===== src/rtl/q2_sequencer.sv =====
// Q2 CPU major-state sequencer: fetch/load/deref/exec/ALU steps,
// two-phase write strobe and front-panel run/stop/step control.
module q2_sequencer #(
  parameter bit START_RUN = 1'b0
) (
  input  logic clk,
  input  logic rst_n,
  input  logic run_sw,
  input  logic stop_sw,
  input  logic step_sw,
  input  logic op1,
  input  logic op2,
  input  logic op5,
  input  logic halt,
  output logic s0,
  output logic s1,
  output logic s2,
  output logic s3,
  output logic ws,
  output logic running,
  output logic idle
);

  typedef enum logic {
    PH_A = 1'b0,
    PH_B = 1'b1
  } phase_t;

  phase_t     phase_q, phase_d;
  logic [3:0] s_q, s_d;
  logic       running_q, running_d;
  logic       stepping_q, stepping_d;
  logic [2:0] run_sync_q, run_sync_d;
  logic [2:0] step_sync_q, step_sync_d;
  logic [1:0] stop_sync_q, stop_sync_d;

  logic       run_pulse;
  logic       step_pulse;
  logic       stop_s;
  logic       idle_w;
  logic       exec_halt;
  logic [3:0] s_next;

  assign run_pulse  = run_sync_q[1] & ~run_sync_q[2];
  assign step_pulse = step_sync_q[1] & ~step_sync_q[2];
  assign stop_s     = stop_sync_q[1];

  assign idle_w = (s_q == 4'd0) && (phase_q == PH_A)
                  && !running_q && !stepping_q;

  assign exec_halt = (s_q == 4'd3) && halt;

  always_comb begin
    s_next = s_q + 4'd1;
    case (s_q)
      4'd0:    s_next = op2 ? 4'd1 : (op1 ? 4'd2 : 4'd3);
      4'd1:    s_next = op1 ? 4'd2 : 4'd3;
      4'd2:    s_next = 4'd3;
      4'd3:    s_next = (op5 || halt) ? 4'd0 : 4'd4;
      4'd15:   s_next = 4'd0;
      default: s_next = s_q + 4'd1;
    endcase
  end

  always_comb begin
    run_sync_d  = {run_sync_q[1:0], run_sw};
    step_sync_d = {step_sync_q[1:0], step_sw};
    stop_sync_d = {stop_sync_q[0], stop_sw};
    phase_d     = phase_q;
    s_d         = s_q;
    running_d   = running_q;
    stepping_d  = stepping_q;

    if (run_pulse && !stop_s && !running_q)
      running_d = 1'b1;
    else if (step_pulse && idle_w)
      stepping_d = 1'b1;

    if (phase_q == PH_B) begin
      phase_d = PH_A;
      s_d     = s_next;
      if (s_next == 4'd0) begin
        stepping_d = 1'b0;
        if (stop_s) running_d = 1'b0;
      end
      if (exec_halt) begin
        running_d  = 1'b0;
        stepping_d = 1'b0;
      end
    end else if (s_q != 4'd0 || running_q || stepping_q) begin
      // parked fetch phase A holds until a flag is set
      phase_d = PH_B;
    end
  end

  always_ff @(posedge clk or negedge rst_n) begin
    if (!rst_n) begin
      phase_q     <= START_RUN ? PH_A : PH_A;
      s_q         <= 4'd0;
      running_q   <= START_RUN;
      stepping_q  <= 1'b0;
      run_sync_q  <= 3'd0;
      step_sync_q <= 3'd0;
      stop_sync_q <= 2'd0;
    end else begin
      phase_q     <= phase_d;
      s_q         <= s_d;
      running_q   <= running_d;
      stepping_q  <= stepping_d;
      run_sync_q  <= run_sync_d;
      step_sync_q <= step_sync_d;
      stop_sync_q <= stop_sync_d;
    end
  end

  assign s0      = s_q[0];
  assign s1      = s_q[1];
  assign s2      = s_q[2];
  assign s3      = s_q[3];
  assign ws      = (phase_q == PH_B);
  assign running = running_q;
  assign idle    = idle_w;

endmodule


===== config.mk =====
export PLATFORM = sky130hd
export DESIGN_NAME = q2_sequencer
export DESIGN_NICKNAME = d
export VERILOG_FILES = /design/src/rtl/q2_sequencer.sv
export SDC_FILE = /design/constraint.sdc
export NUM_CORES = 1
export LEC_CHECK = 0
export ABC_AREA = 1
export BUFFER_PORTS_ARGS = -buffer_cell sky130_fd_sc_hd__buf_2
export CAP_MARGIN = 30
export CORE_ASPECT_RATIO = 2
export CORE_MARGIN = 4
export CORE_UTILIZATION = 28
export DETAILED_ROUTE_END_ITERATION = 10
export GPL_TIMING_DRIVEN = 0
export SLEW_MARGIN = 15
export SYNTH_ARGS = -nofsm -noshare
export SYNTH_HDL_FRONTEND = slang
export SYNTH_SLANG_ARGS = --single-unit

===== constraint.sdc =====
create_clock -name clk -period 3.3 [get_ports clk]
set_clock_uncertainty 0.05 [all_clocks]
set_input_delay 0.66 -clock clk [delete_from_list [all_inputs] [get_ports clk]]
set_output_delay 0.66 -clock clk [all_outputs]
set_load 0.005 [all_outputs]

==> results of run 1 <==
power by group through the flow:
stage / clock network, mW / registers [mW] / logic [mW]
global placement: 0 / 0.270 / 0.381
finish: 0.144 / 0.269 / 0.385
CTS: 0.148 / 0.269 / 0.392
floorplan: 0 / 0.268 / 0.285
global route: 0.157 / 0.273 / 0.447
detailed placement: 0 / 0.272 / 0.389
worst max-delay path by stage:
stage | slack, ns | from | depth (start not counted) | end
3_5_place_dp | 1.19 | s_q[0] | 6 | idle
6_report | 0.92 | s_q[0] | 6 | idle
4_1_cts | 0.91 | s_q[0] | 6 | idle
5_1_grt | 0.82 | s_q[0] | 6 | idle
3_3_place_gp | 1.17 | s_q[0] | 6 | idle
2_1_floorplan | 1.37 | s_q[0] | 5 | idle
state kept, by name, summed over array words and instances, names as in the netlist:
signal / count
stop_sync_q: 2
run_sync_q: 3
stepping_q: 1
running: 1
ws: 1
s_q: 4
step_sync_q: 3
critical path: stages (launching register included):
cell and delay [ns]:
dfrtp_1 0.43, inv_1 0.14, ha_1 0.21, nand2_2 0.08
or3_4 0.35, nor2_4 0.09, buf_2 0.12
routing by layer:
| metal | vias to the layer above | wire [µm] |
|---|---|---|
| met1 | 268 | 567 |
| li1 | 300 | - |
| met3 | 7 | 96 |
| met5 | - | 0 |
| met4 | 0 | 51 |
| met2 | 22 | 693 |
cells in the mapped netlist, drive strengths merged:
cell type  count
a21oi          1
a31oi          1
buf            1
dfrtp         15
ha             4
inv           10
nand2         21
nand3          6
nand3b         1
nand4          2
nor2          13
o21ai          6
or3            1
xor2           2
cell type report:
cell class | instances | area share (%)
Sequential cell | 15 | 41.90
Inverter | 10 | 4.190
Buffer | 1 | 0.5587
Multi-Input combinational cell | 58 | 36.03
Timing Repair Buffer | 15 | 8.380
Clock buffer | 4 | 5.028
Tap cell | 28 | 3.911
cells by family (layout without fill, tap and decap cells):
kind of cell / after synthesis / count (layout) / synth area share (%)
xor gates and xnor gates: 2 / 2 / 2.365
and+or+nand+nor: 44 / 44 / 27.87
AOI/OAI and AO/OA: 8 / 8 / 6.587
DFF: 15 / 15 / 50.68
adders and majority gates: 4 / 4 / 6.757
buffers and inverters: 11 / 30 / 5.743
==> results list, run 1 <==
- The min-delay analysis places its worst path in the category in -> async.
* Floorplan core area: about 0.0025 mm²
- After the flow finishes, the layout carries non-filler instances totaling 131.
- Net count reported at finish: between 100 and 150
- Arr. time, crit path: 1.67 ns
- After layout, the design draws a total of 0.7984 mW.
- Internal power: between 0.4 and 0.5 mW
- The worst-case IR drop observed on VDD is about 0.38 mV.
- When the netlist entered floorplanning its net count stood at slightly below 100.
- Sequential share of power: roughly 34%
- In this run, the number of DRC markers left after iteration 0 of detailed routing was 11.
* Antenna violations before repair: 0
- The filler cells instantiated in the layout total 269.
* Reg2Reg Setup Slack: approximately 1.6 ns
* Maximum root-to-sink buffer count: 2
- For this configuration, the core starts out at a cell density of a little under 30%.
- Antenna Cells: 0
- Counting cells, the worst reg-to-reg path comes to 12.
* Layout cells sized above 1: 24.27%
* Number of antenna-violating nets in the routed design: 0
- The synthesized netlist contains 18 unique library cells.
- At the end of routability-driven placement, the weighted congestion stood at approximately 0.84.
- The synthesized design contains 15 register bits.
- Of the total power, the clock network draws between 10% and 20%.
- Transition at the pin with the smallest max-transition slack: around 0.32 ns
* Number of standard-cell rows in the floorplan: 26
- Summed over all failing endpoints, the final setup total negative slack is 0 ns.
- Relative to the synthesized area, the layout overhead comes to 20.95%.
- For the worst-skew pair, the clock arrives at the later sink with an insertion delay of around 0.24 ns.
- The die is between 80 and 90 µm tall.
- Die footprint: approximately 0.0036 mm²
- Gate power share: 48.2%
- STA classifies the critical path endpoint as an output pin.
* CP startpoint kind: flip-flop
- In the routed design, unresolved DRC markers number 0.
- Switching part of the total power: a little over two fifths
- The multi-input combinational cells in the finished layout cover a total of around 320 µm².
* Estimated wirelength of the detail-placed design: approximately 1100 µm
* Post-Place Worst Slack: between 1 and 1.5 ns
- Most common cell after layout, fill and taps aside: nand2_1
- Reg-to-reg critical path endpoint: running
- In this run the mean area of a mapped cell was between 8 and 9 µm².
- Fmax: around 420 MHz
* Post-Place Cell Area: roughly 850 µm²
* NetSw: 0.3337 mW
- CTS built an H-tree with a depth of 1.
- By area the synthesized netlist is led by dfrtp_1 (51%), nand2_1 (10%), ha_1 (6.8%), nor2_1 (5.6%), inv_1 (5.1%).
- Count of final hold-check violations: 0
* TritonCTS clock tree: done
- Setup violations remaining at the end of the flow were counted as 0.
- M2 GR Usage: 14.62%
* CTS root buf: clkbuf_8
- For met3 alone, demand over resource in global routing was approximately 2.2%.
- Across all hold checks on the routed design, the worst slack comes to between 0.2 and 0.3 ns.
* Max-capacitance violation count: 0
* Reg clk slew, reported paths: roughly 0.060 ns
- Via count: between 500 and 600
- Entering global routing, the biggest net connects 16 pins.
* RSZ-0062 raised after global routing: false
- Dividing total power by cell area gives a power density of just under 900 mW/mm².
- Area fraction of the dominant cell type after synthesis: approximately 51%
- Headroom to the max-slew limit came out at between 70% and 80%.
* Worst setup slack after layout: roughly 0.92 ns
- Port buffering added 15 buffers.
- In this run the count of I/O pins placed on the die edge is 16.
- Before antenna repair, the detailed router went through 4 iterations.
- Number of vias per cell after detailed routing: 4.557
- Area of all sequential standard cells: around 380 µm²
* Combined global-route utilization of all metal layers: around 9%
- The global routing stage identified its most utilized layer as met2.
- Of all nets on the critical path, the largest fanout is 5.
- For this run, the number of Yosys warnings is 0.
- Share of the core filled with cells: 35.31%
* Startpoint-to-endpoint class of the critical path: reg -> out
- Summing the sequential cell areas from Yosys gives between 50 and 60% of the chip area.
- The final critical path takes up 72.09% of the cycle.
- Number of buffers created by CTS: 3
- The via count of the first global-routing pass is around 600.
- For the worst setup path, the data required time is about 2.6 ns.
- Total leakage power: 0.4805 nW
* Number of hold buffers added after CTS: 0
- The routed design has 1408 µm of wire.
- Placed cells: between 100 and 150
- Post-DR wirelength/cell: between 10 and 15 µm
- Top cell type by total area after synthesis: dfrtp_1
* Netlist Area Pre-Place: about 740 µm²
* Commonest non-fill, non-tap cells in the layout: nand2_1 (20), buf_2 (16), dfrtp_1 (15)
- The flow ran to the end, and the final reports show no timing, DRC or antenna violations.
- Counting every sink on the clock net gives 15.
- Gr ovfl total: 0
- Max-slew violation count: 0
- After routing the design area is about 900 µm².
* Buffer count from post-CTS setup fixing: 0
- Minimum clock period after layout: 2.379 ns
- The first global-routing pass estimated roughly 2300 µm of wire.
* Die extent in x: around 44 µm
- Number of standard cells after synthesis: 84
* Global routing usage on met1: around 9%
* Gates resized, CTS repair: 0
- Startpoint of the worst register-to-register path: s_q[0]
No activity file was read; power rests on OpenSTA's default activity.
==> run 2, diff against run 1 <==
ABC_AREA = 0   (was 1)
CORE_ASPECT_RATIO = not set   (was 2)
clock period = 2.1 ns   (was 3.3 ns; I/O delays follow)
==> results list, run 2 <==
- Initial DRC Count: 13
* Via count: ~570
* Placed cells: 113
- STA classifies the critical path startpoint as a flip-flop.
- Buffers inserted during clock tree synthesis total 3.
* Number of flip-flops and latches in the synthesized netlist: 15
- The synthesized netlist contains 23 unique library cells.
* Highest fanout seen on the critical path: 4
- Via count of the first global-routing pass: ~560
- After detailed routing, the total wire length is approximately 1400 µm.
- Hold timing on the final database bottoms out at a slack of approximately 0.20 ns.
* Final non-filler cell total: between 100 and 150
- Ranking of synthesized cells by instance count: dfrtp_1 (15), o21ai_0 (8), nand2_1 (7), nor2_1 (7), inv_1 (6)
- Data on the critical path is required at its endpoint by roughly 2.2 ns.
* Fmax: 512.0 MHz
- Startpoint-to-endpoint class of the critical path: reg -> reg
* Gr ovfl total: 0
- The total area inside the core boundary comes to roughly 0.0023 mm².
* Area fraction of the dominant cell type after synthesis: a little over half
- Total leakage power: approximately 0.41 nW
* Crit share post-route: 93.01%
- No sink is reached through more buffers than the 2 on the longest clock path.
* Register with the highest flop count: s_q
- Yosys warnings: 0
- Among all flip-flop cells after synthesis, the most frequent one is dfrtp_1.
* Number of levels the H-tree was split into: 1
* Worst setup slack after layout: approximately 0.15 ns
- Routability-driven placement finished with a final weighted congestion of a little over 0.7.
* CP Capture Type: flip-flop
- The first global-routing pass estimated roughly 2400 µm of wire.
- After detailed routing, the number of vias per cell comes to approximately 4.7.
- After synthesis, the share of flip-flops with an asynchronous set or reset is 100.0%.
- Combined global-route utilization of all metal layers: just over 9%
- The tree built by TritonCTS fans out to 15 sinks.
- Layout Area Growth over Synthesis: 25.54%
- Overall die height: 57.85 µm
- Power per Cell Area: between 1000 and 1500 mW/mm²
- In this run the worst hold path is classified as in -> reg.
- Register area share after synthesis: a little over half
- Buffers placed on the I/O ports in this run total 15.
- Number of standard cells after synthesis: 70
* Share of the core filled with cells: roughly two fifths
- Final setup violation count: 0
* Net count reported at finish: 106
* CTS root buf: clkbuf_4
- After routing, the total negative slack on setup checks comes to 0 ns.
* Total non-filler cell area in the finished layout: 873.3 µm²
- Most common cell after layout, fill and taps aside: buf_2
- Leaving out fill and tap cells, the most frequent cells in the layout are buf_2 (15), dfrtp_1 (14), o21ai_0 (8).
* RSZ-0062 raised after global routing: false
* Transition at the pin with the smallest max-transition slack: roughly 0.38 ns
- Most common cell in the netlist: dfrtp_1
- For the worst flop-to-flop path, the logic depth is 7.
- Number of optimization iterations in the first detailed-route pass: 4
* Pin count of the biggest net entering global routing: 16
* Max-slew violation count: 0
- Counting flops with a built-in enable in the synthesized netlist gives 0.
- Summed over all nets, the half-perimeter wirelength after detailed placement is roughly 1100 µm.
- For the worst-skew pair, the clock arrives at the later sink with an insertion delay of between 0.2 and 0.3 ns.
- TritonCTS built the clock tree.
- The die is roughly 58 µm wide.
- Number of antenna-violating nets in the routed design: 0
- Biggest registers after layout: s_q (4), run_sync_q (3), step_sync_q (3)
- Timing analysis after detailed placement gives a worst setup slack of -0.009518 ns.
- Once placement finished, the instance area stood at 805.8 µm².
- After clock tree synthesis, the clock-pin slew on the worst setup and hold paths is around 0.08 ns.
- Max IR drop VDD: around 0.55 mV
* PnR Total Power: 1.225 mW
* Largest register FFs: 4
* Antenna Cells: 0
- Max-capacitance violation count: 0
* Outcome: finished, final reports clean
- For the finished layout, the period the worst path requires is around 2.0 ns.
- In the routed design, unresolved DRC markers number 0.
* Net Count, Synth: 83
* Antenna violations before repair: 0
* Layout cells sized above 1: 28.26%
- Count of final hold-check violations: 0
- Mean post-synth cell area: between 9 and 10 µm²
- Starting Density: between 30 and 40%
* Top Ports: 16
- By area the synthesized netlist is led by dfrtp_1 (54%), ha_1 (7.2%), o21ai_0 (5.8%), nand2_1 (3.8%), nor2_1 (3.8%).
- Arr. time, crit path: 2.09 ns
- The biggest area contributor in the post-synthesis netlist is dfrtp_1.
- Worst hold path depth: 1
- Row generation in the floorplan step produced 17 rows.
- The worst pin sits at a relative slew slack of between 70% and 80%.
- Netlist Area Pre-Place: between 600 and 700 µm²
* Post-DR wirelength/cell: around 12 µm
* Total of fill cells in the finished design: approximately 240
- Die footprint: approximately 0.0033 mm²
run 2: cell types whose count changed after synthesis, sizes merged, moves of 2 or more:
cell and change:
nor2b +2, nand3 -5, nand4 -2, nor3 +3
nor2 -6, nand2 -14, o21ai +2, inv -4
a21oi +2
run 2: worst max-delay path, cell delays in order, from the launching register on:
cell and delay [ns]:
dfrtp_1 0.39, inv_1 0.09, ha_1 0.20, or3_1 0.40, a22o_1 0.25, a31oi_1 0.19
nor3_2 0.08, a211oi_2 0.23
run 2: path summary, 6_finish.rpt:
path	start	slack, ns	endpoint
max	s_q[1]	0.15	running
min	step_sw	0.20	step_sync_q[0]
max reg2reg	s_q[1]	0.15	running
min reg2reg	stop_sync_q[0]	0.31	stop_sync_q[1]
max in group asynchronous	rst_n	1.23	s_q[0]
min in group asynchronous	rst_n	0.51	step_sync_q[0]
run 2: timing repair:
action                                  CTS  global route
cloned                                    0             0
endpoints found under the hold margin    15             0
hold buffers                              1             0
endpoints found under the setup margin    2             3
buffers inserted                          0             2
gates resized for setup                   1             4
run 2: area by class of cell:
type	instances	area, µm²	area share [%]
sequential	15	376.6	43.12
multi-input combinational	48	309.0	35.39
timing repair buffer	18	100.1	11.46
tap	28	35.03	4.011
clock buffer	4	26.28	3.009
inverter	6	22.52	2.579
buffer	1	3.754	0.4298
run 2: where the power goes:
| part | total (mW) | switching [mW] | internal, mW |
|---|---|---|---|
| combinational | 0.640 | 0.363 | 0.276 |
| sequential | 0.430 | 0.0715 | 0.359 |
| clock | 0.155 | 0.0819 | 0.0735 |
run 2: routing by layer:
layer / routed length [µm] / vias up / track usage [%]
li1: - / 286 / -
met1: 673 / 266 / 12.26
met5: 0 / - / 0
met2: 629 / 14 / 14.52
met3: 77 / 2 / 1.782
met4: 10 / 0 / 3.974
run 2: kinds of logic (layout without fill, tap and decap cells):
family	count (synthesis)	count (layout)	synth area share, %
adder cells (fa/ha/maj)	4	4	7.195
XOR/XNOR	2	2	2.518
buffers and inverters	7	29	3.776
flip-flops	15	15	53.96
AO/OA/AOI/OAI	19	19	17.09
AND/OR/NAND/NOR	23	23	15.47
